$ cat src/rtl/uart_pkg.sv
// Shared types and constants for the UART transmitter.
// Holds the FSM state type, frame sizes and the baud divider helper.
package uart_pkg;

    typedef enum logic [1:0] {
        IDLE,
        START,
        DATA,
        STOP
    } state_t;

    localparam int DATA_BITS  = 8;
    localparam int FRAME_BITS = 10;

    function automatic int calc_div(input int clk_freq, input int baudrate);
        return clk_freq / baudrate;
    endfunction

endpackage

$ cat src/rtl/uart_tx_fifo.sv
// Synchronous FIFO queueing bytes for the UART transmitter.
// Depth must be a power of two so the pointers wrap naturally.
module uart_tx_fifo #(
    parameter int depth = 4,
    parameter int width = 8
) (
    input  logic                   clk,
    input  logic                   reset,
    input  logic                   push,
    input  logic                   pop,
    input  logic [width-1:0]       wdata,
    output logic [width-1:0]       rdata,
    output logic                   full,
    output logic                   empty,
    output logic [$clog2(depth):0] count
);

    localparam int AW = $clog2(depth);

    logic [width-1:0] mem [depth];
    logic [AW-1:0]    wr_ptr;
    logic [AW-1:0]    rd_ptr;
    logic             do_push;
    logic             do_pop;

    assign full    = (count == (AW + 1)'(depth));
    assign empty   = (count == '0);
    assign do_push = push && !full;
    assign do_pop  = pop && !empty;
    assign rdata   = mem[rd_ptr];

    always_ff @(posedge clk) begin
        if (reset) begin
            wr_ptr <= '0;
            rd_ptr <= '0;
            count  <= '0;
        end else begin
            if (do_push) begin
                wr_ptr <= wr_ptr + 1'b1;
            end
            if (do_pop) begin
                rd_ptr <= rd_ptr + 1'b1;
            end
            unique case ({do_push, do_pop})
                2'b10:   count <= count + 1'b1;
                2'b01:   count <= count - 1'b1;
                default: count <= count;
            endcase
        end
    end

    // Storage has no reset; only the pointers define what is valid.
    always_ff @(posedge clk) begin
        if (do_push && !reset) begin
            mem[wr_ptr] <= wdata;
        end
    end

endmodule

$ cat src/rtl/uart_tx.sv
// 8N1 UART transmitter with a small byte FIFO in front of the shifter.
// Frames are sent LSB first, back to back while the FIFO holds data.
module uart_tx
    import uart_pkg::*;
#(
    parameter int clk_freq   = 16000000,
    parameter int baudrate   = 115200,
    parameter int fifo_depth = 4
) (
    input  logic                        clk,
    input  logic                        reset,
    input  logic [7:0]                  tx_data,
    input  logic                        tx_valid,
    output logic                        tx_ready,
    output logic                        TX,
    output logic                        busy,
    output logic [$clog2(fifo_depth):0] fifo_count
);

    localparam int DIV = calc_div(clk_freq, baudrate);
    localparam int CW  = (DIV > 2) ? $clog2(DIV) : 1;
    localparam logic [CW-1:0] LAST = CW'(DIV - 1);

    if (DIV < 2) begin : g_div_check
        $error("uart_tx: clk_freq/baudrate must be at least 2");
    end

    state_t     state;
    logic [CW-1:0] baud;
    logic [2:0] bit_idx;
    logic [7:0] shift;
    logic [7:0] head;
    logic       full;
    logic       empty;
    logic       push;
    logic       pop;
    logic       baud_done;

    assign tx_ready  = !full;
    assign push      = tx_valid && tx_ready;
    assign baud_done = (baud == '0);
    // Pop when idle, or on the last stop-bit clock for a zero-gap restart.
    assign pop       = !empty && ((state == IDLE) ||
                                  (state == STOP && baud_done));
    assign busy      = (state != IDLE) || (fifo_count != '0);

    uart_tx_fifo #(
        .depth (fifo_depth),
        .width (8)
    ) u_fifo (
        .clk   (clk),
        .reset (reset),
        .push  (push),
        .pop   (pop),
        .wdata (tx_data),
        .rdata (head),
        .full  (full),
        .empty (empty),
        .count (fifo_count)
    );

    always_ff @(posedge clk) begin
        if (reset) begin
            state   <= IDLE;
            TX      <= 1'b1;
            baud    <= '0;
            bit_idx <= '0;
            shift   <= '0;
        end else begin
            unique case (state)
                IDLE: begin
                    if (pop) begin
                        shift   <= head;
                        bit_idx <= '0;
                        baud    <= LAST;
                        TX      <= 1'b0;
                        state   <= START;
                    end else begin
                        TX <= 1'b1;
                    end
                end
                START: begin
                    if (baud_done) begin
                        baud  <= LAST;
                        TX    <= shift[0];
                        state <= DATA;
                    end else begin
                        baud <= baud - 1'b1;
                    end
                end
                DATA: begin
                    if (baud_done) begin
                        baud <= LAST;
                        if (bit_idx == 3'(DATA_BITS - 1)) begin
                            TX    <= 1'b1;
                            state <= STOP;
                        end else begin
                            bit_idx <= bit_idx + 1'b1;
                            shift   <= shift >> 1;
                            TX      <= shift[1];
                        end
                    end else begin
                        baud <= baud - 1'b1;
                    end
                end
                STOP: begin
                    if (baud_done) begin
                        if (pop) begin
                            shift   <= head;
                            bit_idx <= '0;
                            baud    <= LAST;
                            TX      <= 1'b0;
                            state   <= START;
                        end else begin
                            state <= IDLE;
                        end
                    end else begin
                        baud <= baud - 1'b1;
                    end
                end
                default: begin
                    state <= IDLE;
                    TX    <= 1'b1;
                end
            endcase
        end
    end

endmodule
$ cat config.mk
export PLATFORM = sky130hd
export DESIGN_NAME = uart_tx
export DESIGN_NICKNAME = d
export VERILOG_FILES = /design/src/rtl/uart_pkg.sv /design/src/rtl/uart_tx_fifo.sv /design/src/rtl/uart_tx.sv
export SDC_FILE = /design/constraint.sdc
export NUM_CORES = 1
export LEC_CHECK = 0
export BUFFER_PORTS_ARGS = -buffer_cell sky130_fd_sc_hd__buf_2
export CAP_MARGIN = 30
export CORE_MARGIN = 1.5
export CORE_UTILIZATION = 40
export DETAILED_ROUTE_END_ITERATION = 10
export SLEW_MARGIN = 10
export SYNTH_ARGS = -nofsm -noshare
export SYNTH_HDL_FRONTEND = slang
export SYNTH_SLANG_ARGS = --single-unit
$ cat constraint.sdc
create_clock -name clk -period 8.1 [get_ports clk]
set_input_delay 0.81 -clock clk [delete_from_list [all_inputs] [get_ports clk]]
set_output_delay 0.81 -clock clk [all_outputs]
set_load 0.02 [all_outputs]
==> results by group <==
Run status
  • Run status: finished, final reports clean

GRT
  • Global Route Usage Sum: 14.3%
  • Largest net degree at the start of global routing: 41
  • Grt total ovfl: 0
  • Global-route wire length before repair: approximately 9400 um
  • Initial antenna violation count: 0
  • Vias in the first global route: between 1500 and 2000

STA
  • Final critical-path share of the clock period: roughly 40%
  • Clock Skew: between 0.008 and 0.009 ns
  • Setup TNS: 0 ns
  • Fmax: 308 MHz
  • RSZ-0062 raised after global routing: no
  • Setup violators final: 0
  • Final hold vios: 0
  • Worst slew pin tran: between 0.7 and 0.8 ns
  • Min cycle time layout: 3.25 ns
  • Slew Limit Fails: 0
  • Slew headroom: 50.9%

Floorplan
  • Die X: slightly above 90 um
  • Num ports: 17
  • Die Footprint: 8300 um^2
  • Initial core utilization: 42.1%
  • Die Ht: 91.1 um
  • Std cell rows: 31
  • Core Area: about 7400 um^2

Setup path
  • Worst-path maximum fanout: 11
  • Cell count of the worst reg-to-reg path: 11
  • Worst R2R Start: baud[0]
  • CP Class: reg -> reg
  • Startpoint types: flop
  • Worst EP required: roughly 8.4 ns
  • Crit. End Element: flop
  • Critical Path Start: baud[0]
  • Arrival time worst endpoint: 3.51 ns

Synth
  • Top cell type's share of synthesized area: ~31%
  • Syn avg cell area: roughly 12 um^2
  • Synth Flop Type: edfxtp_1
  • Synth area leaders: edfxtp_1, dfxtp_1, mux4_2
  • FF+latch count, synth: 63
  • Most frequent cell after synthesis: edfxtp_1
  • Sequential area share after synthesis: about half
  • Syn Nets: 283
  • Biggest area consumer among synthesized cells: edfxtp_1
  • Synth Warn #: 0
  • Synth Cell Area: roughly 3100 um^2
  • Number of flops mapped to enable cells by yosys: 32
  • Synth async-reset ratio: 0%
  • Top cells by count, synth: edfxtp_1, dfxtp_1, nor2_1
  • Yosys cell types: 58
  • Synth Instances: 258

Clock tree
  • CTS tree: yes
  • CTS Buf Count: 9
  • Clock Latency Late Sink: 0.34 ns
  • Clock Sink Count: between 60 and 70
  • Post-CTS Resized: 0
  • CTS clk-pin slew, worst paths: approximately 0.070 ns
  • Total setup buffers inserted after CTS: 0
  • Hold_buf cts: 0
  • Clk buf depth: 2
  • Clk root buf: clkbuf_8
  • H-tree level count: 3

Route
  • Drt first pass iters: 4
  • Routed length per placed instance: 14.8 um
  • Wirelength, routed: approximately 5600 um
  • Detail Route Antenna Nets: 0
  • DRC viols: 0
  • DR vias: 2010
  • Via-per-instance ratio: between 5 and 6
  • First DRT Iteration DRCs: 98

Pwr
  • Static Leak: ~1.2 nW
  • Power Density: between 300 and 400 nW/um^2
  • Total power: roughly 0.0011 W
  • Max IR drop VDD: approximately 160 uV

Hold path
  • WHS Path Cells: 2
  • Hold crit path type: reg -> reg
  • HP Start: shift[7]

Layout
  • Nets@finish: 297
  • Layout cells sized above 1: between 20% and 30%
  • Ant. Diodes: 0
  • Synth-to-layout area growth: 9.87%
  • Cell area after layout: ~3400 um^2

Place
  • Post-Place Cell Area: 3230 um^2
  • Post-detail-place hpwl: about 3800 um
  • Port Buf Inserts: 16
  • Final GP Congestion: 0.787

Flow run
  • Max-cap violation count: 0
==> kinds of logic (layout without fill, tap and decap cells) <==
group,Yosys count,after routing,share of synthesized area [%]
adder cells (fa/ha/maj),14,14,5.88
AO/OA/AOI/OAI,54,54,12.4
multiplexers,24,24,12.0
XOR/XNOR,3,3,0.846
AND/OR/NAND/NOR,72,72,13.5
buffers and inverters,28,47,4.43
flip-flops,63,63,50.9
==> state kept, by name, summed over array words and instances (netlist names), named ones only <==
register       flops
TX                 1
u_fifo.wr_ptr      2
state              2
u_fifo.rd_ptr      2
shift              8
u_fifo.count       3
u_fifo.mem        32
bit_idx            3
baud               8
==> placed cells by master (no fill, tap or decap), types with 4 or more instances in the layout <==
cell	n
inv_1	14
nor2b_1	7
nor3_1	7
a31o_2	5
nor2_1	21
mux4_2	8
ha_1	13
and2_1	7
edfxtp_1	32
dfxtp_1	31
o21ai_0	6
buf_2	16
a31oi_1	7
clkbuf_8	9
a21oi_1	10
mux2_4	6
or3_1	4
mux2i_1	8
nand2_1	6
==> power breakdown <==
part	total (W)	switching (W)	internal [W]
registers	0.000420	0.0000420	0.000378
clock network	0.000246	0.000132	0.000114
logic	0.000408	0.000229	0.000179
total	0.00107	0.000403	0.000671
==> final timing paths <==
path	end	slack, ns
min	shift[7]	0.47
min reg2reg	shift[7]	0.47
max	u_fifo.count[2]	4.85
max reg2reg	u_fifo.count[2]	4.85
==> area by class of cell <==
class                           count  area [um^2]
Fill cell                         698         3960
Sequential cell                    63         1580
Multi-Input combinational cell    167         1390
Clock buffer                        9          124
Tap cell                           99          124
Timing Repair Buffer               17         87.6
Clock inverter                      7         56.3
Inverter                           14         52.6
==> metal layers <==
metal / GRT usage, % / part of all wire (%) / wire (um) / vias up
met2: 22.7 / 48 / 2680 / 40
met4: 6.77 / 1.7 / 97 / 0
li1: - / - / - / 995
met1: 18.1 / 47 / 2620 / 963
met5: 0 / 0 / 0 / -
met3: 3.85 / 3.2 / 177 / 12
==> stage by stage <==
step | setup WS [ns] | hold slack [ns] | std cells | util, %
after CTS | 4.87 | 0.467 | 376 | 46.3
after global placement | 5.00 | 0.454 | 360 | 43.9
after global routing | 4.56 | 0.508 | 376 | 46.3
after floorplan | 5.57 | 0.438 | 258 | -
after detailed placement | 4.89 | 0.457 | 360 | 43.9
final | 4.85 | 0.466 | 376 | 46.3
==> worst max-delay path: stages (launching register included) <==
cell and delay [ns]:
dfxtp_1 0.34, inv_1 0.09, ha_1 0.22, nor3b_2 0.64, a31oi_1 0.40, nor2_1 0.24
ha_1 0.20, inv_1 0.06, fa_1 0.37, xor2_1 0.16, or3_1 0.31, a21oi_1 0.14
Power figures use the tool's default switching activity.
